## src/rtl/pwm_pkg.sv

```systemverilog
// Shared definitions for the multi-channel PWM generator: mode encoding and
// default geometry.
package pwm_pkg;
  localparam logic PWM_EDGE   = 1'b0;
  localparam logic PWM_CENTER = 1'b1;

  localparam int PWM_CNT_W      = 8;
  localparam int PWM_PERIOD_RST = 9;
endpackage

```

## src/rtl/pwm_channel_cmp.sv

```systemverilog
// One PWM channel: double-buffered duty, comparator against the shared
// counter, polarity inversion and the output register.
module pwm_channel_cmp
  import pwm_pkg::*;
#(
  parameter int CNT_W = PWM_CNT_W
) (
  input  logic             clk,
  input  logic             rst_n,
  input  logic             enable,
  input  logic             load,
  input  logic             apply,
  input  logic             polarity,
  input  logic [CNT_W-1:0] duty_in,
  input  logic [CNT_W-1:0] cnt,
  output logic             pwm
);
  logic [CNT_W-1:0] duty_stg;
  logic [CNT_W-1:0] duty_sh;
  logic [CNT_W-1:0] duty_eff;
  logic             active;

  // On an applying boundary the new duty already governs the cnt = 0 cycle.
  assign duty_eff = apply ? duty_stg : duty_sh;
  assign active   = enable && ({1'b0, cnt} < {1'b0, duty_eff});

  always_ff @(posedge clk or negedge rst_n) begin
    if (!rst_n) begin
      duty_stg <= '0;
      duty_sh  <= '0;
      pwm      <= 1'b0;
    end else begin
      if (load)  duty_stg <= duty_in;
      if (apply) duty_sh  <= duty_stg;
      pwm <= active ^ polarity;
    end
  end
endmodule

```

## src/rtl/pwm_multichannel.sv

```systemverilog
// Multi-channel PWM: one shared up / up-down period counter with buffered
// period and mode, driving N_CH duty comparators.
module pwm_multichannel
  import pwm_pkg::*;
#(
  parameter int N_CH       = 4,
  parameter int CNT_W      = PWM_CNT_W,
  parameter int PERIOD_RST = PWM_PERIOD_RST
) (
  input  logic                  SLK,
  input  logic                  rst_n,
  input  logic                  enable,
  input  logic                  center_mode,
  input  logic [CNT_W-1:0]      period,
  input  logic [N_CH*CNT_W-1:0] duty,
  input  logic [N_CH-1:0]       polarity,
  input  logic                  load,
  output logic [N_CH-1:0]       pwm,
  output logic                  period_start,
  output logic                  load_pending
);
  logic [CNT_W-1:0] cnt;
  logic [CNT_W-1:0] cnt_nxt;
  logic [CNT_W-1:0] period_stg;
  logic [CNT_W-1:0] period_sh;
  logic [CNT_W-1:0] period_eff;
  logic             center_stg;
  logic             center_sh;
  logic             center_eff;
  logic             dir_down;
  logic             dir_nxt;
  logic             apply;

  // With enable low the counter sits at 0, so a pending load lands at once.
  assign apply      = load_pending && (!enable || (cnt == '0));
  assign period_eff = apply ? period_stg : period_sh;
  assign center_eff = apply ? center_stg : center_sh;

  always_comb begin
    cnt_nxt = '0;
    dir_nxt = 1'b0;
    if (enable && (period_eff != '0)) begin
      if (dir_down) begin
        cnt_nxt = cnt - CNT_W'(1);
        dir_nxt = (cnt != CNT_W'(1));
      end else if (cnt < period_eff) begin
        cnt_nxt = cnt + CNT_W'(1);
      end else if (center_eff == PWM_CENTER) begin
        cnt_nxt = period_eff - CNT_W'(1);
        dir_nxt = (cnt_nxt != '0);
      end
    end
  end

  always_ff @(posedge SLK or negedge rst_n) begin
    if (!rst_n) begin
      cnt          <= '0;
      dir_down     <= 1'b0;
      period_stg   <= CNT_W'(PERIOD_RST);
      period_sh    <= CNT_W'(PERIOD_RST);
      center_stg   <= PWM_EDGE;
      center_sh    <= PWM_EDGE;
      load_pending <= 1'b0;
      period_start <= 1'b0;
    end else begin
      cnt          <= cnt_nxt;
      dir_down     <= dir_nxt;
      period_start <= enable && (cnt == '0);
      if (load) begin
        period_stg <= period;
        center_stg <= center_mode;
      end
      if (apply) begin
        period_sh <= period_stg;
        center_sh <= center_stg;
      end
      load_pending <= load || (load_pending && !apply);
    end
  end

  for (genvar i = 0; i < N_CH; i++) begin : g_ch
    pwm_channel_cmp #(
      .CNT_W(CNT_W)
    ) u_cmp (
      .clk     (SLK),
      .rst_n   (rst_n),
      .enable  (enable),
      .load    (load),
      .apply   (apply),
      .polarity(polarity[i]),
      .duty_in (duty[i*CNT_W +: CNT_W]),
      .cnt     (cnt),
      .pwm     (pwm[i])
    );
  end
endmodule

```

## config.mk

```make
export PLATFORM = sky130hd
export DESIGN_NAME = pwm_multichannel
export DESIGN_NICKNAME = d
export VERILOG_FILES = /design/src/rtl/pwm_pkg.sv /design/src/rtl/pwm_channel_cmp.sv /design/src/rtl/pwm_multichannel.sv
export SDC_FILE = /design/constraint.sdc
export NUM_CORES = 1
export LEC_CHECK = 0
export CAP_MARGIN = 20
export CORE_ASPECT_RATIO = 0.75
export CORE_MARGIN = 8
export CORE_UTILIZATION = 36
export DETAILED_ROUTE_END_ITERATION = 10
export DONT_BUFFER_PORTS = 1
export GPL_ROUTABILITY_DRIVEN = 0
export HOLD_SLACK_MARGIN = 0.12
export SYNTH_ARGS = -nofsm -noshare
export SYNTH_HDL_FRONTEND = slang
export SYNTH_SLANG_ARGS = --single-unit
```

## constraint.sdc

```tcl
create_clock -name SLK -period 6.75 [get_ports SLK]
set_input_delay 1.35 -clock SLK [delete_from_list [all_inputs] [get_ports SLK]]
set_output_delay 1.35 -clock SLK [all_outputs]
set_load 0.05 [all_outputs]
```

Word level (Yosys, flattened, before mapping)
Cells that the tools add are included.
{"block": "word_totals", "regBits": 97, "input_bits": 49, "out_inout_bits": 6, "elab_cells": 62}
{"block": "classes", "n_addsub": 3, "magnitude_cmp": 5, "n_eq_ne": 1, "muxes": 14, "bitwise_logic": 4, "n_reduce_logical": 15}
{"operator": "2-to-1 mux 8 bit", "count": 9}
{"operator": "< comparator 8 bit", "count": 5}
{"operator": "nonzero test 8 bit", "count": 2}
{"operator": "subtractor 8 x 1 -> 8 bit (second input constant)", "count": 2}
{"operator": "adder 8 x 1 -> 8 bit (second input constant)", "count": 1}
{"operator": "logical AND 1 bit", "count": 8}
{"operator": "logical NOT 8 bit", "count": 1}
{"operator": "inequality test 8 x 1 -> 1 bit (second input constant)", "count": 1}
{"operator": "2-to-1 mux 1 bit", "count": 5}
{"operator": "bitwise XOR 1 bit", "count": 4}
{"operator": "logical NOT 1 bit", "count": 2}
{"operator": "logical OR 1 bit", "count": 2}

Logic depth before layout (Yosys ltp)
Gate-level depths: netlist of the first run.
{"block": "logic_depth", "word_depth": 10, "depth_mapped": 16, "depth_no_buf": 13}

Cells and area by module
Synthesis of the first run repeated with hierarchy kept, for this count alone.
{"block": "unflattened", "hier_cells": 456, "area_unflattened_um2": 5325.1}
{"module": "pwm_channel_cmp", "instances": 4, "cells_per_inst": 62, "area_each_um2": 813.3, "seq_area_each_um2": 425.4}
{"module": "pwm_multichannel", "instances": 1, "cells_per_inst": 208, "area_each_um2": 2072.0, "seq_area_each_um2": 730.7}

Least setup slack after synthesis of the first run
OpenSTA, ideal clock, no wires.
{"block": "synth_path", "kind": "input port to flip-flop", "from": "input port enable", "to": "register dir_down", "setup_ns": 0.077, "arrival_ns": 4.492, "required_time_ns": 6.673, "setup_slack_ns": 2.180, "cell_stages": 15, "path_buffers": 4, "path_cell_list": "buf_2 nor2b_1 a31oi_4 buf_2 buf_2 buf_2 mux2i_1 ha_1 nor3b_1 xnor2_1 mux2i_1 a211oi_1 and4_1 a311o_1 a21oi_1"}
{"block": "synth_via", "elab_chain_cells": 10, "word_cells_on_any_way": 14, "cone_classes": "add/sub (1); order compare (1); mux (6); reduce/logical (6)"}
{"item": "from (decl)", "line": "pwm_multichannel.sv:12", "rtl": "input logic enable,"}
{"item": "logical NOT 1 bit", "line": "pwm_multichannel.sv:35", "rtl": "assign apply = load_pending && (!enable || (cnt == '0));"}
{"item": "logical OR 1 bit", "line": "pwm_multichannel.sv:35"}
{"item": "logical AND 1 bit", "line": "pwm_multichannel.sv:35"}
{"item": "2-to-1 mux 8 bit"}
{"item": "subtractor 8 x 1 -> 8 bit", "line": "pwm_multichannel.sv:49", "rtl": "cnt_nxt = period_eff - CNT_W'(1);"}
{"item": "nonzero test 8 bit", "line": "pwm_multichannel.sv:50", "rtl": "dir_nxt = (cnt_nxt != '0);"}
{"item": "2-to-1 mux 1 bit", "line": "pwm_multichannel.sv:48", "rtl": "end else if (center_eff == PWM_CENTER) begin"}
{"item": "2-to-1 mux 1 bit", "line": "pwm_multichannel.sv:46", "rtl": "end else if (cnt < period_eff) begin"}
{"item": "2-to-1 mux 1 bit", "line": "pwm_multichannel.sv:43", "rtl": "if (dir_down) begin"}
{"item": "2-to-1 mux 1 bit (*)", "line": "pwm_multichannel.sv:42", "rtl": "if (enable && (period_eff != '0)) begin"}
{"item": "via dir_nxt", "line": "pwm_multichannel.sv:31", "rtl": "logic dir_nxt;"}
{"item": "to (signal assigned)", "line": "pwm_multichannel.sv:67", "rtl": "dir_down <= dir_nxt;"}
{"item": "to (decl)", "line": "pwm_multichannel.sv:30", "rtl": "logic dir_down;"}
The timed path passes the listed nets; every way through them passes the cells marked *.
A chain may end at the register's enable or synchronous reset.

Worst setup path in the final report of the first run
{"block": "layout_path", "from": "register cnt[0]", "to": "register cnt[4]"}
{"block": "layout_via", "elab_chain_cells": 9, "word_cells_on_any_way": 15, "cone_classes": "add/sub (3); order compare (1); mux (6); reduce/logical (5)"}
{"item": "from (decl)", "line": "pwm_multichannel.sv:22", "rtl": "logic [CNT_W-1:0] cnt;"}
{"item": "from (signal assigned)", "line": "pwm_multichannel.sv:66", "rtl": "cnt <= cnt_nxt;"}
{"item": "logical NOT 8 bit", "line": "pwm_multichannel.sv:35"}
{"item": "logical OR 1 bit", "line": "pwm_multichannel.sv:35"}
{"item": "logical AND 1 bit", "line": "pwm_multichannel.sv:35"}
{"item": "2-to-1 mux 8 bit"}
{"item": "subtractor 8 x 1 -> 8 bit", "line": "pwm_multichannel.sv:49"}
{"item": "2-to-1 mux 8 bit", "line": "pwm_multichannel.sv:48"}
{"item": "2-to-1 mux 8 bit", "line": "pwm_multichannel.sv:46"}
{"item": "2-to-1 mux 8 bit", "line": "pwm_multichannel.sv:43"}
{"item": "2-to-1 mux 8 bit (*)", "line": "pwm_multichannel.sv:42"}
{"item": "via cnt_nxt[4]", "line": "pwm_multichannel.sv:23", "rtl": "logic [CNT_W-1:0] cnt_nxt;"}
Marks and branches as above.

==> results of run 1 <==
-- per-layer routing --
layer / up-vias / wire length [µm] / part of all wire
li1: 1562 / - / -
met2: 71 / 4780 / 0.43
met4: 0 / 120 / 0.011
met1: 1623 / 5470 / 0.49
met3: 11 / 697 / 0.063
met5: - / 0 / 0
-- where the power goes --
| group | internal [mW] | switching, mW | total (mW) |
|---|---|---|---|
| Sequential | 0.766 | 0.209 | 0.975 |
| Clock | 0.289 | 0.210 | 0.499 |
| Combinational | 0.423 | 0.464 | 0.887 |
| Total | 1.48 | 0.883 | 2.36 |
-- registers in the layout, summed over array words and instances (netlist names) --
register	cells
cnt	8
load_pending	1
period_start	1
g_ch.u_cmp.duty_stg	32
center_stg	1
period_stg	8
dir_down	1
g_ch.u_cmp.pwm	4
center_sh	1
period_sh	8
g_ch.u_cmp.duty_sh	32
-- how the worst max path moves through the flow --
| stage | from | depth (start not counted) | slack, ns | to |
|---|---|---|---|---|
| global route | cnt[0] | 12 | 2.06 | cnt[4] |
| global placement | enable | 11 | 2.41 | cnt[2] |
| floorplan | enable | 15 | 2.18 | dir_down |
| finish | cnt[0] | 12 | 2.39 | cnt[4] |
| CTS | cnt[0] | 12 | 2.40 | cnt[4] |
| detailed placement | enable | 10 | 2.23 | cnt[4] |
-- logic make-up after synthesis --
| family | after synthesis | synth area share |
|---|---|---|
| adder cells (fa/ha/maj) | 38 | 0.0904 |
| XOR/XNOR | 26 | 0.0433 |
| multiplexers | 87 | 0.180 |
| AO/OA/AOI/OAI | 56 | 0.0759 |
| AND/OR/NAND/NOR | 83 | 0.0954 |
| buffers and inverters | 64 | 0.0528 |
| flip-flops | 97 | 0.462 |
-- through the flow --
step                std cells   util
floorplan                 451      -
global placement          630  0.376
detailed placement        630  0.376
CTS                       646  0.396
global route              646  0.396
finish                    646  0.396
-- cell type report --
class,instances,area [µm²]
Fill cell,1427,8670
Multi-Input combinational cell,290,2550
Sequential cell,97,2430
Tap cell,200,250
Clock buffer,12,236
Inverter,42,158
Clock inverter,4,53.8
Timing Repair Buffer,1,7.51
-- tightest hold or removal path, delay by kind of cell (launching register included) --
kind | cells | cell delay, ns
buffers and inverters | 1 | 0.06
muxes | 1 | 0.08
DFF | 1 | 0.32
-- placed cells by master, fill, tap and decap left out, types with 5 or more instances in the layout --
master	netlist	layout
nor2b_1	6	6
nor2_1	8	8
mux2i_1	36	36
inv_1	42	42
and4_1	5	5
xnor2_1	19	19
a221oi_1	5	5
dfrtp_1	93	93
nand3b_1	7	7
nand3_1	5	5
clkbuf_16	0	9
xor2_1	7	7
nand2_1	11	11
mux2_2	50	50
ha_1	38	38
a21o_1	9	9
nor3_1	13	13
o21ai_0	7	7
and3_1	5	5
a21oi_1	14	14
==> impl_results.html, run 1 <==
<table>
<tr><th>Metric</th><th>Value</th></tr>
<tr><th colspan="2">Outcome</th></tr>
<tr><td>Run status</td><td>finished, final reports clean</td></tr>
<tr><th colspan="2">Die</th></tr>
<tr><td>Y dimension of the die</td><td>121 µm</td></tr>
<tr><td>Number of standard-cell rows in the floorplan</td><td>38</td></tr>
<tr><td>Number of I/O pins</td><td>55</td></tr>
<tr><td>Horizontal die dimension</td><td>approximately 160 µm</td></tr>
<tr><td>Die Area</td><td>approximately 19,000 µm²</td></tr>
<tr><td>Starting Density</td><td>0.366</td></tr>
<tr><td>Core area</td><td>~14,000 µm²</td></tr>
<tr><th colspan="2">Drt</th></tr>
<tr><td>WL/cell</td><td>between 15 and 20 µm</td></tr>
<tr><td>Average vias per placed instance</td><td>roughly 5</td></tr>
<tr><td>Residual antenna-violating net count after detailed routing</td><td>0</td></tr>
<tr><td>Wire length after detailed routing</td><td>11.1 mm</td></tr>
<tr><td>Number of violations reported at the end of detailed-routing iteration 0</td><td>around 120</td></tr>
<tr><td>DRC viols</td><td>0</td></tr>
<tr><td>Number of iterations in the first detailed-routing pass</td><td>4</td></tr>
<tr><td>Number of vias after detailed routing</td><td>~3.3k</td></tr>
<tr><th colspan="2">Timing</th></tr>
<tr><td>Worst clock skew</td><td>0.00626 ns</td></tr>
<tr><td>Crit share post-route</td><td>0.646</td></tr>
<tr><td>Worst hold slack</td><td>0.484 ns</td></tr>
<tr><td>Count of final setup violators</td><td>0</td></tr>
<tr><td>Max transition margin</td><td>0.441</td></tr>
<tr><td>Count of final hold-check violations</td><td>0</td></tr>
<tr><td>Final worst-path setup slack</td><td>between 2 and 2.5 ns</td></tr>
<tr><td>Unrepaired setup endpoints after global routing</td><td>no</td></tr>
<tr><td>Worst-Margin Slew</td><td>0.839 ns</td></tr>
<tr><td>Setup tns final</td><td>0 ns</td></tr>
<tr><td>Final-report max-slew violation count</td><td>0</td></tr>
<tr><td>Maximum clock frequency</td><td>between 200 and 250 MHz</td></tr>
<tr><td>Minimum clock period after layout</td><td>4.36 ns</td></tr>
<tr><th colspan="2">Critical path</th></tr>
<tr><td>Top fanout value on the critical path</td><td>between 50 and 60</td></tr>
<tr><td>Worst-path cell with the longest stage delay</td><td>buf_4</td></tr>
<tr><td>Worst reg2reg path depth</td><td>12</td></tr>
<tr><td>Dominant delay contributor by cell family on the critical path</td><td>compound AO/OA/AOI/OAI gates</td></tr>
<tr><td>Worst endpoint required time</td><td>around 7 ns</td></tr>
<tr><td>Setup slack of the most critical reg-to-reg path</td><td>about 2.4 ns</td></tr>
<tr><td>Crit path DAT</td><td>~4.6 ns</td></tr>
<tr><td>Worst setup EP type</td><td>register</td></tr>
<tr><td>CP max stage delay</td><td>0.67 ns</td></tr>
<tr><td>Crit Reg-Reg Endpoint</td><td>cnt[4]</td></tr>
<tr><td>Setup CP Type</td><td>register to register</td></tr>
<tr><td>Chain of cells forming the critical path</td><td>inv_1 &gt; ha_1 &gt; nor3b_2 &gt; a31oi_4 &gt; buf_4 &gt; mux2i_1 &gt; ha_1 &gt; and4_1 &gt; a221oi_1 &gt; o41a_1 &gt; nor2_1 &gt; a221oi_1</td></tr>
<tr><td>Startpoint class of the critical path</td><td>register</td></tr>
<tr><td>Buf+Inv Stages, Crit Path</td><td>2</td></tr>
<tr><td>R2r startpoint</td><td>cnt[0]</td></tr>
<tr><th colspan="2">Power and ir drop</th></tr>
<tr><td>Power density over the cells</td><td>approximately 420 nW/µm²</td></tr>
<tr><td>Final total power</td><td>roughly 2.4 mW</td></tr>
<tr><td>VDD IR max</td><td>approximately 0.00018 V</td></tr>
<tr><td>Leakage power of the design</td><td>2.64 nW</td></tr>
<tr><th colspan="2">Placed design</th></tr>
<tr><td>Post-detail-place hpwl</td><td>7.98 mm</td></tr>
<tr><td>Instance area at placement</td><td>between 5000 and 6000 µm²</td></tr>
<tr><td>Pre-CTS WS</td><td>~2.2 ns</td></tr>
<tr><td>Port Buffer Count</td><td>0</td></tr>
<tr><th colspan="2">Final layout</th></tr>
<tr><td>Layout-stage area growth over the synthesis result</td><td>8.14%</td></tr>
<tr><td>Fraction of layout instances using a drive strength above 1</td><td>0.177</td></tr>
<tr><td>Number of antenna diodes</td><td>0</td></tr>
<tr><td>Final std cell area, no fill</td><td>5690 µm²</td></tr>
<tr><td>Post-layout net count</td><td>approximately 530</td></tr>
<tr><th colspan="2">Global routing</th></tr>
<tr><td>Grt met1 use</td><td>0.170</td></tr>
<tr><td>Global route overflow</td><td>0</td></tr>
<tr><td>Met3 demand-to-capacity share in global routing</td><td>0.0410</td></tr>
<tr><td>Overall track demand over capacity in global routing</td><td>0.125</td></tr>
<tr><td>First-pass GRT wire length</td><td>approximately 19 mm</td></tr>
<tr><td>Highest-utilization routing layer at the global route stage</td><td>met2</td></tr>
<tr><td>Initial antenna violation count</td><td>0</td></tr>
<tr><td>Vias in the first global route</td><td>about 3.5k</td></tr>
<tr><td>GR met2 Demand/Resource</td><td>0.188</td></tr>
<tr><td>Largest net degree at the start of global routing</td><td>between 90 and 100</td></tr>
<tr><th colspan="2">Clocking</th></tr>
<tr><td>Total CTS buffers</td><td>9</td></tr>
<tr><td>Clock Latency Late Sink</td><td>~0.33 ns</td></tr>
<tr><td>Post-CTS setup buffer count</td><td>0</td></tr>
<tr><td>Post-cts hold buffer count</td><td>0</td></tr>
<tr><td>H-tree depth</td><td>3</td></tr>
<tr><td>Number of buffers between clock root and the deepest sink</td><td>2</td></tr>
<tr><td>Clock tree from TritonCTS</td><td>built</td></tr>
<tr><td>Number of clock sinks seen by CTS</td><td>97</td></tr>
<tr><td>Register clock-pin slew on the reported worst setup and hold paths</td><td>about 0.06 ns</td></tr>
<tr><td>Post-cts sizing count</td><td>0</td></tr>
<tr><td>Buffer cell driving the clock tree root</td><td>clkbuf_16</td></tr>
<tr><th colspan="2">Synthesis</th></tr>
<tr><td>Synthesized instance count</td><td>451</td></tr>
<tr><td>Top cells by count, synth</td><td>dfrtp_1, mux2_2, inv_1</td></tr>
<tr><td>Yosys top cell by area</td><td>dfrtp_1</td></tr>
<tr><td>Synth top area cells</td><td>dfrtp_1, mux2_2, ha_1</td></tr>
<tr><td>Synth Register Bits</td><td>slightly below 100</td></tr>
<tr><td>Yosys top cell area share</td><td>0.442</td></tr>
<tr><td>Number of warnings printed during yosys synthesis</td><td>0</td></tr>
<tr><td>Async set-reset flop share out of synthesis</td><td>1.00</td></tr>
<tr><td>Leading cell type by number of instances after synthesis</td><td>dfrtp_1</td></tr>
<tr><td>Per-instance average area after synthesis</td><td>11.7 µm²</td></tr>
<tr><td>Number of enable flip-flop cells after synthesis</td><td>0</td></tr>
<tr><td>Count of distinct cell types in the synthesized netlist</td><td>50</td></tr>
<tr><td>Post-Synthesis Net Count</td><td>between 500 and 600</td></tr>
<tr><td>Synth Flop Type</td><td>dfrtp_1</td></tr>
<tr><td>Synthesized area</td><td>between 5000 and 6000 µm²</td></tr>
<tr><td>Sequential cell area fraction in the yosys report</td><td>0.462</td></tr>
<tr><th colspan="2">Hold path</th></tr>
<tr><td>Start point of the worst min-delay path</td><td>g_ch[0].u_cmp.duty_sh[0]</td></tr>
<tr><td>Worst min path class</td><td>register to register</td></tr>
<tr><td>End point of the most critical hold path</td><td>g_ch[0].u_cmp.duty_sh[0]</td></tr>
<tr><td>Hold path depth</td><td>2</td></tr>
<tr><th colspan="2">Run</th></tr>
<tr><td>Max-cap check violation count</td><td>0</td></tr>
</table>
No activity file was read; power rests on OpenSTA's default activity.
==> run 2, diff against run 1 <==
==> constraint.sdc (replaced) <==
create_clock -name SLK -period 4.3 [get_ports SLK]
set_input_delay 0.86 -clock SLK [delete_from_list [all_inputs] [get_ports SLK]]
set_output_delay 0.86 -clock SLK [all_outputs]
set_load 0.05 [all_outputs]
==> impl_results.html, run 2 (synthesized netlist as in run 1, its figures left out) <==
<table>
<tr><th>Metric</th><th>Value</th></tr>
<tr><th colspan="2">Outcome</th></tr>
<tr><td>Run status</td><td>finished, final reports clean</td></tr>
<tr><th colspan="2">Global routing</th></tr>
<tr><td>Overall track demand over capacity in global routing</td><td>0.130</td></tr>
<tr><td>Met3 demand-to-capacity share in global routing</td><td>0.0453</td></tr>
<tr><td>Global route overflow</td><td>0</td></tr>
<tr><td>Highest-utilization routing layer at the global route stage</td><td>met2</td></tr>
<tr><td>First-pass GRT wire length</td><td>19.0 mm</td></tr>
<tr><td>Initial antenna violation count</td><td>0</td></tr>
<tr><td>Largest net degree at the start of global routing</td><td>roughly 100</td></tr>
<tr><td>GR met2 Demand/Resource</td><td>0.200</td></tr>
<tr><td>Vias in the first global route</td><td>3,530</td></tr>
<tr><td>Grt met1 use</td><td>0.168</td></tr>
<tr><th colspan="2">Power and ir drop</th></tr>
<tr><td>VDD IR max</td><td>0.000299 V</td></tr>
<tr><td>Leakage power of the design</td><td>2.70 nW</td></tr>
<tr><td>Internal</td><td>about 2.4 mW</td></tr>
<tr><td>Portion of total power attributed to the clock network</td><td>0.223</td></tr>
<tr><td>Power density over the cells</td><td>664 nW/µm²</td></tr>
<tr><td>Net switching power</td><td>approximately 1.4 mW</td></tr>
<tr><td>Switching power as a share of total power</td><td>0.368</td></tr>
<tr><td>Sequential fraction of design power</td><td>0.385</td></tr>
<tr><td>Combinational fraction of design power</td><td>0.392</td></tr>
<tr><th colspan="2">Drt</th></tr>
<tr><td>Number of violations reported at the end of detailed-routing iteration 0</td><td>160</td></tr>
<tr><td>Residual antenna-violating net count after detailed routing</td><td>0</td></tr>
<tr><td>Number of iterations in the first detailed-routing pass</td><td>4</td></tr>
<tr><td>DRC viols</td><td>0</td></tr>
<tr><td>Number of vias after detailed routing</td><td>between 3k and 4k</td></tr>
<tr><td>Wire length after detailed routing</td><td>about 12 mm</td></tr>
<tr><td>Average vias per placed instance</td><td>about 5.1</td></tr>
<tr><td>WL/cell</td><td>~18 µm</td></tr>
<tr><th colspan="2">Die</th></tr>
<tr><td>Y dimension of the die</td><td>121 µm</td></tr>
<tr><td>Core area</td><td>14,400 µm²</td></tr>
<tr><td>Starting Density</td><td>0.366</td></tr>
<tr><td>Horizontal die dimension</td><td>between 150 and 200 µm</td></tr>
<tr><td>Number of standard-cell rows in the floorplan</td><td>38</td></tr>
<tr><td>Die Area</td><td>between 15,000 and 20,000 µm²</td></tr>
<tr><td>Number of I/O pins</td><td>55</td></tr>
<tr><th colspan="2">Placed design</th></tr>
<tr><td>Placed instance count</td><td>about 640</td></tr>
<tr><td>Post-detail-place hpwl</td><td>between 8 and 9 mm</td></tr>
<tr><td>Port Buffer Count</td><td>0</td></tr>
<tr><td>Pre-CTS WS</td><td>0.565 ns</td></tr>
<tr><th colspan="2">Final layout</th></tr>
<tr><td>Most frequent cells in the layout</td><td>dfrtp_1, mux2_2, inv_1, ha_1, mux2i_1</td></tr>
<tr><td>Most common cell after layout, fill and taps aside</td><td>dfrtp_1</td></tr>
<tr><td>Area occupied by multi-input gates</td><td>between 2000 and 3000 µm²</td></tr>
<tr><td>Fill cell total of the finished layout</td><td>1,390</td></tr>
<tr><td>Total area of sequential cells</td><td>2430 µm²</td></tr>
<tr><td>Fraction of layout instances using a drive strength above 1</td><td>0.194</td></tr>
<tr><td>Top flop regs</td><td>g_ch.u_cmp.duty_sh x32, g_ch.u_cmp.duty_stg x32</td></tr>
<tr><td>Utilization of the core after routing</td><td>0.403</td></tr>
<tr><td>Post-Layout Cell Count</td><td>655</td></tr>
<tr><td>Layout-stage area growth over the synthesis result</td><td>9.94%</td></tr>
<tr><td>Post-layout net count</td><td>around 540</td></tr>
<tr><th colspan="2">Critical path</th></tr>
<tr><td>Chain of cells forming the critical path</td><td>inv_1 &gt; ha_1 &gt; nor3b_2 &gt; a31oi_4 &gt; buf_4 &gt; mux2i_1 &gt; ha_1 &gt; and4_1 &gt; a221oi_1 &gt; o41a_1 &gt; nor2_1 &gt; a221oi_1</td></tr>
<tr><td>Buf+Inv Stages, Crit Path</td><td>2</td></tr>
<tr><td>Startpoint class of the critical path</td><td>register</td></tr>
<tr><td>CP max stage delay</td><td>0.53 ns</td></tr>
<tr><td>Worst endpoint required time</td><td>4.53 ns</td></tr>
<tr><td>Top fanout value on the critical path</td><td>13</td></tr>
<tr><td>Worst setup EP type</td><td>register</td></tr>
<tr><td>Worst-path cell with the longest stage delay</td><td>dfrtp_1</td></tr>
<tr><td>Setup CP Type</td><td>register to register</td></tr>
<tr><td>Dominant delay contributor by cell family on the critical path</td><td>compound AO/OA/AOI/OAI gates</td></tr>
<tr><td>Crit path DAT</td><td>about 4 ns</td></tr>
<tr><th colspan="2">Clocking</th></tr>
<tr><td>Clock Latency Late Sink</td><td>about 0.34 ns</td></tr>
<tr><td>Number of buffers between clock root and the deepest sink</td><td>2</td></tr>
<tr><td>Buffer cell driving the clock tree root</td><td>clkbuf_16</td></tr>
<tr><td>Clock tree from TritonCTS</td><td>built</td></tr>
<tr><td>Total CTS buffers</td><td>9</td></tr>
<tr><td>Post-CTS setup buffer count</td><td>0</td></tr>
<tr><td>Post-cts hold buffer count</td><td>0</td></tr>
<tr><td>Number of clock sinks seen by CTS</td><td>97</td></tr>
<tr><td>H-tree depth</td><td>3</td></tr>
<tr><td>Register clock-pin slew on the reported worst setup and hold paths</td><td>0.06 ns</td></tr>
<tr><td>Post-cts sizing count</td><td>0</td></tr>
<tr><th colspan="2">Timing</th></tr>
<tr><td>Worst hold slack</td><td>between 0.2 and 0.25 ns</td></tr>
<tr><td>Max transition margin</td><td>0.610</td></tr>
<tr><td>Crit share post-route</td><td>0.889</td></tr>
<tr><td>Worst clock skew</td><td>between 0.005 and 0.006 ns</td></tr>
<tr><td>Unrepaired setup endpoints after global routing</td><td>no</td></tr>
<tr><td>Count of final setup violators</td><td>0</td></tr>
<tr><td>Minimum clock period after layout</td><td>3.82 ns</td></tr>
<tr><td>Setup tns final</td><td>0 ns</td></tr>
<tr><td>Count of final hold-check violations</td><td>0</td></tr>
<tr><td>Worst-Margin Slew</td><td>roughly 0.6 ns</td></tr>
<tr><td>Maximum clock frequency</td><td>262 MHz</td></tr>
<tr><td>Final-report max-slew violation count</td><td>0</td></tr>
<tr><td>Final worst-path setup slack</td><td>approximately 0.48 ns</td></tr>
<tr><th colspan="2">Hold path</th></tr>
<tr><td>Worst min path class</td><td>input pin to async pin</td></tr>
<tr><th colspan="2">Run</th></tr>
<tr><td>Max-cap check violation count</td><td>0</td></tr>
</table>
-- run 2: cell types whose count changed in the layout (fill, tap and decap cells not counted) --
cell,before,now
diode_2,0,1
clkinv_4,0,1
clkbuf_8,0,1
inv_6,1,0
clkbuf_1,3,2
bufinv_16,1,2
clkinvlp_4,2,1
buf_4,1,9
-- run 2: power by group through the flow --
stage | Clock (mW) | Combinational (mW) | Sequential (mW)
after floorplan | 0 | 1.29 | 1.35
after global placement | 0 | 1.46 | 1.49
after detailed placement | 0 | 1.50 | 1.50
after CTS | 0.888 | 1.51 | 1.48
after global routing | 0.922 | 1.70 | 1.52
final | 0.855 | 1.50 | 1.48
-- run 2: routing by layer --
metal,part of all wire,routed length [µm],up-vias
li1,-,-,1587
met1,0.48,5510,1645
met2,0.44,5100,90
met3,0.067,774,6
met4,0.010,117,0
met5,0,0,-
-- run 2: per-stage QoR --
step,area (µm²),total power [mW]
floorplan,5260,2.64
global placement,5460,2.94
detailed placement,5460,3.00
CTS,5780,3.88
global route,5780,4.14
finish,5780,3.84
-- run 2: final timing paths --
check                                    startpoint                  endpoint  slack, ns  depth (start not counted)
max in group asynchronous                     rst_n             period_stg[0]       3.84                          0
hold reg to reg            g_ch[1].u_cmp.duty_sh[7]  g_ch[1].u_cmp.duty_sh[7]       0.49                          2
min in group SLK           g_ch[1].u_cmp.duty_sh[7]  g_ch[1].u_cmp.duty_sh[7]       0.49                          2
hold / removal                                rst_n             period_stg[7]       0.22                          0
setup / recovery                             cnt[0]                    cnt[4]       0.48                         12
setup reg to reg                             cnt[0]                    cnt[4]       0.48                         12
-- run 2: final cells by class --
cell class,count,area share
well taps,200,0.0433
clock buffers,12,0.0426
repair buffers,9,0.0117
inverters,42,0.0273
multi-input cells,290,0.441
flip-flops and latches,97,0.421
clock inverters,4,0.0132
diodes,1,0.000433
==> run 3, diff against run 2 <==
==> constraint.sdc (replaced) <==
create_clock -name SLK -period 4.3 [get_ports SLK]
set_input_delay 0.215 -clock SLK [delete_from_list [all_inputs] [get_ports SLK]]
set_output_delay 0.215 -clock SLK [all_outputs]
set_load 0.05 [all_outputs]
==> impl_results.html, run 3 (synthesized netlist as in run 1, its figures left out) <==
<table>
<tr><th>Metric</th><th>Value</th></tr>
<tr><th colspan="2">Outcome</th></tr>
<tr><td>Run status</td><td>finished, final reports clean</td></tr>
<tr><th colspan="2">Global routing</th></tr>
<tr><td>Initial antenna violation count</td><td>0</td></tr>
<tr><td>Global route overflow</td><td>0</td></tr>
<tr><td>Vias in the first global route</td><td>3,660</td></tr>
<tr><td>Overall track demand over capacity in global routing</td><td>0.133</td></tr>
<tr><td>Largest net degree at the start of global routing</td><td>between 90 and 100</td></tr>
<tr><td>First-pass GRT wire length</td><td>between 15 and 20 mm</td></tr>
<tr><th colspan="2">Drt</th></tr>
<tr><td>Detail Route met3 WL</td><td>692 µm</td></tr>
<tr><td>Total met2 wirelength after detailed routing</td><td>approximately 5 mm</td></tr>
<tr><td>Average vias per placed instance</td><td>around 5.0</td></tr>
<tr><td>Top layer in use</td><td>met4</td></tr>
<tr><td>Number of violations reported at the end of detailed-routing iteration 0</td><td>roughly 190</td></tr>
<tr><td>Residual antenna-violating net count after detailed routing</td><td>0</td></tr>
<tr><td>Met1 routed wirelength after detailed routing</td><td>5.82 mm</td></tr>
<tr><td>Number of iterations in the first detailed-routing pass</td><td>4</td></tr>
<tr><td>Number of vias after detailed routing</td><td>3,488</td></tr>
<tr><td>DRC viols</td><td>0</td></tr>
<tr><td>Wire length after detailed routing</td><td>between 10 and 15 mm</td></tr>
<tr><td>WL/cell</td><td>~17 µm</td></tr>
<tr><th colspan="2">Timing</th></tr>
<tr><td>Worst clock skew</td><td>0.00559 ns</td></tr>
<tr><td>Final worst-path setup slack</td><td>~0.46 ns</td></tr>
<tr><td>Max transition margin</td><td>0.604</td></tr>
<tr><td>Final-report max-slew violation count</td><td>0</td></tr>
<tr><td>Count of final hold-check violations</td><td>0</td></tr>
<tr><td>Setup tns final</td><td>0 ns</td></tr>
<tr><td>Worst-Margin Slew</td><td>~0.59 ns</td></tr>
<tr><td>Unrepaired setup endpoints after global routing</td><td>no</td></tr>
<tr><td>Crit share post-route</td><td>0.892</td></tr>
<tr><td>Maximum clock frequency</td><td>261 MHz</td></tr>
<tr><td>Minimum clock period after layout</td><td>3.84 ns</td></tr>
<tr><td>Count of final setup violators</td><td>0</td></tr>
<tr><th colspan="2">Clocking</th></tr>
<tr><td>Number of clock sinks seen by CTS</td><td>97</td></tr>
<tr><td>Buffer cell driving the clock tree root</td><td>clkbuf_16</td></tr>
<tr><td>Clock tree from TritonCTS</td><td>built</td></tr>
<tr><td>Register clock-pin slew on the reported worst setup and hold paths</td><td>approximately 0.06 ns</td></tr>
<tr><td>H-tree depth</td><td>3</td></tr>
<tr><td>Clock Latency Late Sink</td><td>approximately 0.34 ns</td></tr>
<tr><td>Number of buffers between clock root and the deepest sink</td><td>2</td></tr>
<tr><td>Total CTS buffers</td><td>9</td></tr>
<tr><td>Post-CTS setup buffer count</td><td>0</td></tr>
<tr><th colspan="2">Die</th></tr>
<tr><td>Number of I/O pins</td><td>55</td></tr>
<tr><td>Die Area</td><td>roughly 19,000 µm²</td></tr>
<tr><td>Starting Density</td><td>0.366</td></tr>
<tr><td>Horizontal die dimension</td><td>~160 µm</td></tr>
<tr><td>Core area</td><td>14,400 µm²</td></tr>
<tr><td>Number of standard-cell rows in the floorplan</td><td>38</td></tr>
<tr><td>Y dimension of the die</td><td>between 100 and 150 µm</td></tr>
<tr><th colspan="2">Final layout</th></tr>
<tr><td>Final std cell area, no fill</td><td>approximately 6300 µm²</td></tr>
<tr><td>Most common cell after layout, fill and taps aside</td><td>dfrtp_1</td></tr>
<tr><td>Layout-stage area growth over the synthesis result</td><td>20.7%</td></tr>
<tr><td>Most frequent cells in the layout</td><td>dfrtp_1, mux2_2, dlygate4sd3_1, inv_1, ha_1</td></tr>
<tr><td>Fraction of layout instances using a drive strength above 1</td><td>0.183</td></tr>
<tr><td>Post-layout net count</td><td>just under 600</td></tr>
<tr><td>Top flop regs</td><td>g_ch.u_cmp.duty_sh x32, g_ch.u_cmp.duty_stg x32</td></tr>
<tr><td>Number of antenna diodes</td><td>0</td></tr>
<tr><th colspan="2">Power and ir drop</th></tr>
<tr><td>Power density over the cells</td><td>between 600 and 700 nW/µm²</td></tr>
<tr><td>VDD IR max</td><td>~0.00033 V</td></tr>
<tr><td>Sequential fraction of design power</td><td>0.371</td></tr>
<tr><td>Leakage power of the design</td><td>approximately 2.9 nW</td></tr>
<tr><td>Switching power as a share of total power</td><td>0.362</td></tr>
<tr><td>Net switching power</td><td>1.44 mW</td></tr>
<tr><td>Portion of total power attributed to the clock network</td><td>0.238</td></tr>
<tr><td>Internal</td><td>2.55 mW</td></tr>
<tr><td>Combinational fraction of design power</td><td>0.391</td></tr>
<tr><th colspan="2">Placed design</th></tr>
<tr><td>Post-detail-place hpwl</td><td>approximately 8.3 mm</td></tr>
<tr><td>Port Buffer Count</td><td>0</td></tr>
<tr><td>Instance area at placement</td><td>5460 µm²</td></tr>
<tr><td>Pre-CTS WS</td><td>0.540 ns</td></tr>
<tr><th colspan="2">Critical path</th></tr>
<tr><td>Chain of cells forming the critical path</td><td>inv_1 &gt; ha_1 &gt; nor3b_2 &gt; a31oi_4 &gt; buf_4 &gt; mux2i_1 &gt; ha_1 &gt; and4_1 &gt; a221oi_1 &gt; o41a_1 &gt; nor2_1 &gt; a221oi_1</td></tr>
<tr><td>Setup CP Type</td><td>register to register</td></tr>
<tr><td>CP max stage delay</td><td>~0.54 ns</td></tr>
<tr><td>Worst setup EP type</td><td>register</td></tr>
<tr><td>Top fanout value on the critical path</td><td>13</td></tr>
<tr><td>Startpoint class of the critical path</td><td>register</td></tr>
<tr><td>Worst-path cell with the longest stage delay</td><td>dfrtp_1</td></tr>
<tr><td>Worst endpoint required time</td><td>roughly 4.5 ns</td></tr>
<tr><td>Crit path DAT</td><td>a little over 4 ns</td></tr>
<tr><th colspan="2">Hold path</th></tr>
<tr><td>Worst min path class</td><td>input pin to register</td></tr>
<tr><th colspan="2">Run</th></tr>
<tr><td>Max-cap check violation count</td><td>0</td></tr>
</table>
==> run 3: worst paths after layout <==
check                      slack, ns  depth (start not counted)                       end                startpoint
setup / recovery                0.46                         12                    cnt[2]                    cnt[0]
hold / removal                  0.15                          3         g_ch[0].u_cmp.pwm               polarity[0]
setup reg to reg                0.46                         12                    cnt[2]                    cnt[0]
hold reg to reg                 0.49                          2  g_ch[0].u_cmp.duty_sh[0]  g_ch[0].u_cmp.duty_sh[0]
max in group asynchronous       3.39                          2             period_stg[0]                     rst_n
min in group asynchronous       0.49                          2  g_ch[2].u_cmp.duty_sh[1]                     rst_n
==> run 3: critical path, delay by kind of cell (launching register included) <==
family,cells,cell delay (ns)
adders and majority gates,2,0.52
and+or+nand+nor,3,0.58
DFF,1,0.54
muxes,1,0.26
buffers and inverters,2,0.48
AOI/OAI and AO/OA,4,1.33
==> run 3: repair_timing <==
action | in CTS | in global routing
gates resized for setup | 0 | 0
hold buffers | 49 | 0
endpoints found under the hold margin | 144 | 0
==> run 3: per-stage QoR <==
stage                     std cells  utilization  hold WS, ns  total power, mW
after floorplan                 451            -      -0.0806             2.64
after global placement          638        0.380      -0.0747             2.94
after detailed placement        638        0.380      -0.0743             2.99
after CTS                       703        0.442        0.135             4.03
after global routing            703        0.442        0.215             4.28
final                           703        0.442        0.145             3.99
==> run 3: power by group through the flow <==
stage	Combinational, mW	Sequential [mW]	Clock, mW
CTS	1.57	1.48	0.978
floorplan	1.29	1.35	0
finish	1.56	1.48	0.949
global placement	1.46	1.49	0
detailed placement	1.49	1.50	0
global route	1.75	1.52	1.01
==> run 3: layout make-up <==
| class | instances | area, µm² |
|---|---|---|
| inverters | 42 | 158 |
| clock buffers | 12 | 267 |
| flip-flops and latches | 97 | 2430 |
| clock inverters | 4 | 97.6 |
| fillers | 1339 | 8010 |
| well taps | 200 | 250 |
| repair buffers | 58 | 593 |
| multi-input cells | 290 | 2550 |
==> run 3: metal layers <==
metal | vias up | GRT usage
li1 | 1680 | -
met1 | 1722 | 0.184
met2 | 79 | 0.199
met3 | 7 | 0.0335
met4 | 0 | 0.0423
met5 | - | 0
